--- config.mk ---
export PLATFORM = sky130hd
export DESIGN_NAME = iobuf_seq
export DESIGN_NICKNAME = d
export VERILOG_FILES = /design/src/rtl/iobuf_seq.sv
export SDC_FILE = /design/constraint.sdc
export NUM_CORES = 1
export LEC_CHECK = 0
export BUFFER_PORTS_ARGS = -buffer_cell sky130_fd_sc_hd__buf_4
export CAP_MARGIN = 10
export CORE_MARGIN = 1.5
export CORE_UTILIZATION = 50
export CTS_CLUSTER_SIZE = 8
export DETAILED_ROUTE_END_ITERATION = 12
export PLACE_DENSITY_LB_ADDON = 0.12
export SLEW_MARGIN = 10
export SYNTH_ARGS = -nofsm -noshare
export SYNTH_HDL_FRONTEND = slang
export SYNTH_SLANG_ARGS = --single-unit
--- constraint.sdc ---
create_clock -name clk_i -period 2.44 [get_ports clk_i]
set_input_delay 0.488 -clock clk_i [delete_from_list [all_inputs] [get_ports clk_i]]
set_output_delay 0.488 -clock clk_i [all_outputs]
set_load 0.1 [all_outputs]
--- src/rtl/iobuf_seq.sv ---
// Break-before-make sequencer for one iobuf pin driver: owns oe/od/dir/din and
// returns the pin level through a two-flop synchronizer.
module iobuf_seq #(
    parameter int unsigned DEADTIME = 4,
    parameter int unsigned SETTLE   = 2
) (
    input  logic clk_i,
    input  logic rst_i,
    input  logic cmd_valid_i,
    output logic cmd_ready_o,
    input  logic cmd_oe_i,
    input  logic cmd_od_i,
    input  logic cmd_dir_i,
    input  logic cmd_din_i,
    output logic oe_o,
    output logic od_o,
    output logic dir_o,
    output logic din_o,
    input  logic dout_i,
    output logic pin_sync_o,
    output logic busy_o
);

    typedef enum logic [1:0] {
        ST_IDLE,
        ST_DRAIN,
        ST_ARM,
        ST_SETTLE
    } state_t;

    localparam logic [7:0] DEAD_LOAD   = 8'(DEADTIME - 1);
    localparam logic [7:0] SETTLE_LOAD = 8'(SETTLE - 1);

    state_t     state_q;
    logic [7:0] cnt_q;
    logic       ready_q;
    logic       oe_q, od_q, dir_q, din_q;
    logic       tgtOe_q, tgtOd_q, tgtDir_q, tgtDin_q;
    logic       sync1_q, sync2_q;
    logic       modeChange_d;

    // Any change to oe, od or dir must go through the Hi-Z turnaround; din alone is safe.
    assign modeChange_d = (cmd_oe_i != oe_q) || (cmd_od_i != od_q) || (cmd_dir_i != dir_q);

    always_ff @(posedge clk_i) begin
        if (rst_i) begin
            state_q  <= ST_IDLE;
            cnt_q    <= 8'd0;
            ready_q  <= 1'b0;
            oe_q     <= 1'b0;
            od_q     <= 1'b0;
            dir_q    <= 1'b0;
            din_q    <= 1'b0;
            tgtOe_q  <= 1'b0;
            tgtOd_q  <= 1'b0;
            tgtDir_q <= 1'b0;
            tgtDin_q <= 1'b0;
            sync1_q  <= 1'b0;
            sync2_q  <= 1'b0;
        end else begin
            sync1_q <= dout_i;
            sync2_q <= sync1_q;
            case (state_q)
                ST_IDLE: begin
                    if (!ready_q) begin
                        ready_q <= 1'b1;
                    end else if (cmd_valid_i) begin
                        if (!modeChange_d) begin
                            din_q <= cmd_din_i;
                        end else begin
                            tgtOe_q  <= cmd_oe_i;
                            tgtOd_q  <= cmd_od_i;
                            tgtDir_q <= cmd_dir_i;
                            tgtDin_q <= cmd_din_i;
                            ready_q  <= 1'b0;
                            if (oe_q) begin
                                oe_q    <= 1'b0;
                                cnt_q   <= DEAD_LOAD;
                                state_q <= ST_DRAIN;
                            end else begin
                                od_q    <= cmd_od_i;
                                dir_q   <= cmd_dir_i;
                                din_q   <= cmd_din_i;
                                state_q <= ST_ARM;
                            end
                        end
                    end
                end
                ST_DRAIN: begin
                    if (cnt_q == 8'd0) begin
                        od_q    <= tgtOd_q;
                        dir_q   <= tgtDir_q;
                        din_q   <= tgtDin_q;
                        state_q <= ST_ARM;
                    end else begin
                        cnt_q <= cnt_q - 8'd1;
                    end
                end
                ST_ARM: begin
                    oe_q <= tgtOe_q;
                    if (tgtOe_q) begin
                        cnt_q   <= SETTLE_LOAD;
                        state_q <= ST_SETTLE;
                    end else begin
                        ready_q <= 1'b1;
                        state_q <= ST_IDLE;
                    end
                end
                ST_SETTLE: begin
                    if (cnt_q == 8'd0) begin
                        ready_q <= 1'b1;
                        state_q <= ST_IDLE;
                    end else begin
                        cnt_q <= cnt_q - 8'd1;
                    end
                end
                default: state_q <= ST_IDLE;
            endcase
        end
    end

    assign cmd_ready_o = ready_q;
    assign busy_o      = !ready_q;
    assign oe_o        = oe_q;
    assign od_o        = od_q;
    assign dir_o       = dir_q;
    assign din_o       = din_q;
    assign pin_sync_o  = sync2_q;

endmodule

==> impl_results.html <==
<table>
<tr><th>Metric</th><th>Value</th></tr>
<tr><th colspan="2">Yosys</th></tr>
<tr><td>Avg Synthesized Cell Area</td><td>9.13 um2</td></tr>
<tr><td>Leading area contributor after synthesis</td><td>dfxtp_1</td></tr>
<tr><td>Dominant register cell in the synthesized netlist</td><td>dfxtp_1</td></tr>
<tr><td>Post-Synthesis Net Count</td><td>140</td></tr>
<tr><td>Synth async-reset ratio</td><td>0%</td></tr>
<tr><td>Post-Syn Instances</td><td>130</td></tr>
<tr><td>Mapped Area</td><td>approximately 0.0012 mm2</td></tr>
<tr><td>Count of different cell masters after synthesis</td><td>44</td></tr>
<tr><td>Portion of the post-synthesis area used by sequential elements</td><td>35.4%</td></tr>
<tr><td>Yosys warnings</td><td>0</td></tr>
<tr><td>Post-synth EDFFs</td><td>0</td></tr>
<tr><td>Share of the synthesized area in the top cell type</td><td>35.4%</td></tr>
<tr><td>Cell types with the largest area share after synthesis</td><td>dfxtp_1, mux2i_1, a31oi_1</td></tr>
<tr><td>Number of synthesized register bits</td><td>21</td></tr>
<tr><th colspan="2">Critical path</th></tr>
<tr><td>Worst path required time</td><td>about 2.6 ns</td></tr>
<tr><td>Kind of critical path</td><td>flip-flop to flip-flop</td></tr>
<tr><td>Stage delay of the slowest cell on the critical path</td><td>~0.42 ns</td></tr>
<tr><td>Highest-delay cell along the critical path</td><td>a32o_1</td></tr>
<tr><td>Bufs and invs on worst path</td><td>2</td></tr>
<tr><td>R2R Setup Slk</td><td>0.41 ns</td></tr>
<tr><td>Start point of the critical path</td><td>cnt_q[0]</td></tr>
<tr><td>Setup crit end kind</td><td>flip-flop</td></tr>
<tr><td>Startpoint of the lowest-slack register-to-register path</td><td>cnt_q[0]</td></tr>
<tr><td>Crit path max-delay family</td><td>compound AO/OA/AOI/OAI gates</td></tr>
<tr><td>Arrival time of the worst setup path</td><td>2.23 ns</td></tr>
<tr><td>Maximum fanout count along the critical path</td><td>8</td></tr>
<tr><td>Cells along the critical path</td><td>inv_1 -&gt; ha_1 -&gt; nor4b_4 -&gt; a32o_1 -&gt; nor3_1 -&gt; buf_4 -&gt; o221a_2</td></tr>
<tr><td>Setup crit start kind</td><td>flip-flop</td></tr>
<tr><th colspan="2">CTS</th></tr>
<tr><td>TritonCTS clock tree</td><td>done</td></tr>
<tr><td>Num CTS Buffers</td><td>3</td></tr>
<tr><td>Clock net sink count</td><td>21</td></tr>
<tr><td>Library cell used as clock root buffer</td><td>clkbuf_4</td></tr>
<tr><td>Maximum count of clock buffers along a single path</td><td>2</td></tr>
<tr><td>Worst-path clk slew</td><td>0.11 ns</td></tr>
<tr><td>Clock latency on the worst-skew pair</td><td>0.30 ns</td></tr>
<tr><td># resized after CTS</td><td>0</td></tr>
<tr><td>Buffer count from post-CTS setup fixing</td><td>0</td></tr>
<tr><td>Number of levels the H-tree was split into</td><td>1</td></tr>
<tr><td>Cts hold-fix bufs</td><td>0</td></tr>
<tr><th colspan="2">Global route</th></tr>
<tr><td>Global-route wire length before repair</td><td>4.36 mm</td></tr>
<tr><td>Grt ovf</td><td>0</td></tr>
<tr><td>Total GRT Usage</td><td>21.6%</td></tr>
<tr><td>Initial antenna violation count</td><td>0</td></tr>
<tr><td>Pin count of the biggest net entering global routing</td><td>24</td></tr>
<tr><td>Via count of the first global-routing pass</td><td>955</td></tr>
<tr><th colspan="2">Finish</th></tr>
<tr><td>Register cell area after layout</td><td>roughly 420 um2</td></tr>
<tr><td>Register containing the most flip-flops in the final layout</td><td>cnt_q</td></tr>
<tr><td>Leading registers by flop count</td><td>cnt_q (8), state_q (2)</td></tr>
<tr><td>Filler cell count</td><td>222</td></tr>
<tr><td>Area occupied by multi-input gates</td><td>704 um2</td></tr>
<tr><td>Final net count</td><td>155</td></tr>
<tr><td>Layout Area Growth over Synthesis</td><td>13.2%</td></tr>
<tr><td>Antenna fix cells</td><td>0</td></tr>
<tr><td>Share of final-layout standard cells stronger than drive strength 1</td><td>23.6%</td></tr>
<tr><td>Number of flip-flops under the largest register name</td><td>8</td></tr>
<tr><th colspan="2">STA</th></tr>
<tr><td>Pins Over Slew Limit</td><td>0</td></tr>
<tr><td>Fin crit share</td><td>83.1%</td></tr>
<tr><td>Clock period minus final worst setup slack</td><td>2.03 ns</td></tr>
<tr><td>Worst clock skew</td><td>0.00745 ns</td></tr>
<tr><td>Post-route setup TNS</td><td>0 ns</td></tr>
<tr><td>Transition time of the tightest slew-check pin</td><td>~0.7 ns</td></tr>
<tr><td>Final Hold Slack</td><td>between 0.4 and 0.5 ns</td></tr>
<tr><td>Slew margin rel.</td><td>54.5%</td></tr>
<tr><td>Unrepaired setup endpoints after global routing</td><td>false</td></tr>
<tr><td>Number of endpoints failing setup at the final stage</td><td>0</td></tr>
<tr><td>Final hold violation count</td><td>0</td></tr>
<tr><td>Fmax</td><td>493 MHz</td></tr>
<tr><th colspan="2">Detailed routing</th></tr>
<tr><td>Detailed Route Iter0 Violations</td><td>25</td></tr>
<tr><td>Via density</td><td>approximately 6.0</td></tr>
<tr><td>Routed wire length</td><td>2.50 mm</td></tr>
<tr><td>Pre-antenna DRT Iters</td><td>4</td></tr>
<tr><td>Count of antenna-violating nets left after detailed routing</td><td>0</td></tr>
<tr><td>DRC errors left</td><td>0</td></tr>
<tr><td>Routed length per placed instance</td><td>14.5 um</td></tr>
<tr><td>Vias</td><td>1032</td></tr>
<tr><th colspan="2">Floorplan</th></tr>
<tr><td>Die Outline Area</td><td>0.00268 mm2</td></tr>
<tr><td>Height of the die</td><td>51.7 um</td></tr>
<tr><td>Row Count</td><td>17</td></tr>
<tr><td>Floorplan core area</td><td>0.00223 mm2</td></tr>
<tr><td>Die extent in x</td><td>51.7 um</td></tr>
<tr><td>Top Ports</td><td>15</td></tr>
<tr><td>Starting density of the core</td><td>53.2%</td></tr>
<tr><th colspan="2">Status</th></tr>
<tr><td>Run status</td><td>finished clean</td></tr>
<tr><th colspan="2">Place</th></tr>
<tr><td>IO buf count</td><td>14</td></tr>
<tr><td>Routability congestion estimate</td><td>between 0.8 and 0.9</td></tr>
<tr><td>Dpl hpwl</td><td>around 1.8 mm</td></tr>
<tr><th colspan="2">Hold path</th></tr>
<tr><td>Hold WC Path Type</td><td>input pin to flip-flop</td></tr>
<tr><td>Hold path start</td><td>dout_i</td></tr>
<tr><th colspan="2">Job</th></tr>
<tr><td>Max capacitance violation total</td><td>0</td></tr>
<tr><th colspan="2">Power and ir drop</th></tr>
<tr><td>Power density relative to cell area</td><td>526 mW/mm2</td></tr>
<tr><td>Worst vdd rail ir drop</td><td>around 0.38 mV</td></tr>
<tr><td>Leakage power</td><td>0.000514 uW</td></tr>
</table>
-- final cells by class --
| cell class | count | share of cell area (%) |
|---|---|---|
| multi-input combinational | 95 | 52.4 |
| inverter | 7 | 1.96 |
| clock buffer | 4 | 1.96 |
| tap | 28 | 2.61 |
| sequential | 21 | 31.6 |
| timing repair buffer | 17 | 9.50 |
-- path summary, 6_finish.rpt --
kind / end / cells past startpoint
setup reg to reg: cnt_q[1] / 7
hold reg to reg: pin_sync_o / 1
hold / removal: sync1_q / 2
setup / recovery: cnt_q[1] / 7
-- layout by cell type (no fill, tap or decap), drive strengths merged, types with 3 or more instances in the layout --
master,n
dfxtp,21
buf,17
nor2,10
nand2,8
mux2i,8
inv,7
a31oi,6
a21oi,5
nor3,5
nor2b,4
clkbuf,4
mux2,4
xnor2,3
nand3b,3
a211oi,3
-- metrics by stage --
| stage | area, um2 | setup slack (ns) | util (%) | power (uW) | cells |
|---|---|---|---|---|---|
| 2_1_floorplan | 1190 | 0.153 | - | 509 | 130 |
| 5_1_grt | 1340 | 0.306 | 60.2 | 741 | 172 |
| 4_1_cts | 1340 | 0.422 | 60.2 | 714 | 172 |
| 3_5_place_dp | 1320 | 0.430 | 59.0 | 545 | 168 |
| 3_3_place_gp | 1320 | 0.466 | 59.0 | 543 | 168 |
| 6_report | 1340 | 0.412 | 60.2 | 706 | 172 |
-- synthesized netlist by cell type, types with 2 or more instances --
cell      count
buf_2         2
inv_1         7
ha_1          2
nand2_1       8
clkbuf_1      4
o31ai_1       2
mux2_4        2
a211oi_1      3
o21ai_0       2
nand4b_1      2
nor2_1       10
a31oi_1       6
a21oi_1       5
nor3_1        4
o221ai_1      2
nand3_1       2
xnor2_1       3
nor4_1        2
a41oi_1       2
o32ai_1       2
mux2_2        2
dfxtp_1      21
nor2b_1       4
nand3b_1      3
nand2b_1      2
mux2i_1       8
-- cell families after synthesis --
logic type      synth area share [%]
fa+ha+maj                       2.11
simple gates                    25.0
buf+inv                         5.27
xor+xnor                        2.21
flops                           35.4
mux                             11.2
compound gates                  18.9
-- worst register-to-register path, stage by stage, from the launching register on --
cell and delay (ns):
dfxtp_1 0.37, inv_1 0.09, ha_1 0.16, nor4b_4 0.38
a32o_1 0.42, nor3_1 0.08, buf_4 0.17, o221a_2 0.26
-- routing by layer --
layer / global-route usage (%) / vias up / part of all wire [%]
li1: - / 514 / -
met1: 30.9 / 502 / 51
met2: 32.5 / 14 / 46
met3: 3.45 / 2 / 2.7
met4: 8.33 / 0 / 0.68
met5: 0 / - / 0
-- where the power goes --
| group | switching (uW) | internal, uW |
|---|---|---|
| registers | 13.3 | 357 |
| logic | 111 | 56.1 |
| clock network | 105 | 63.7 |
| total | 229 | 477 |
(Power assumes the default switching activity.)
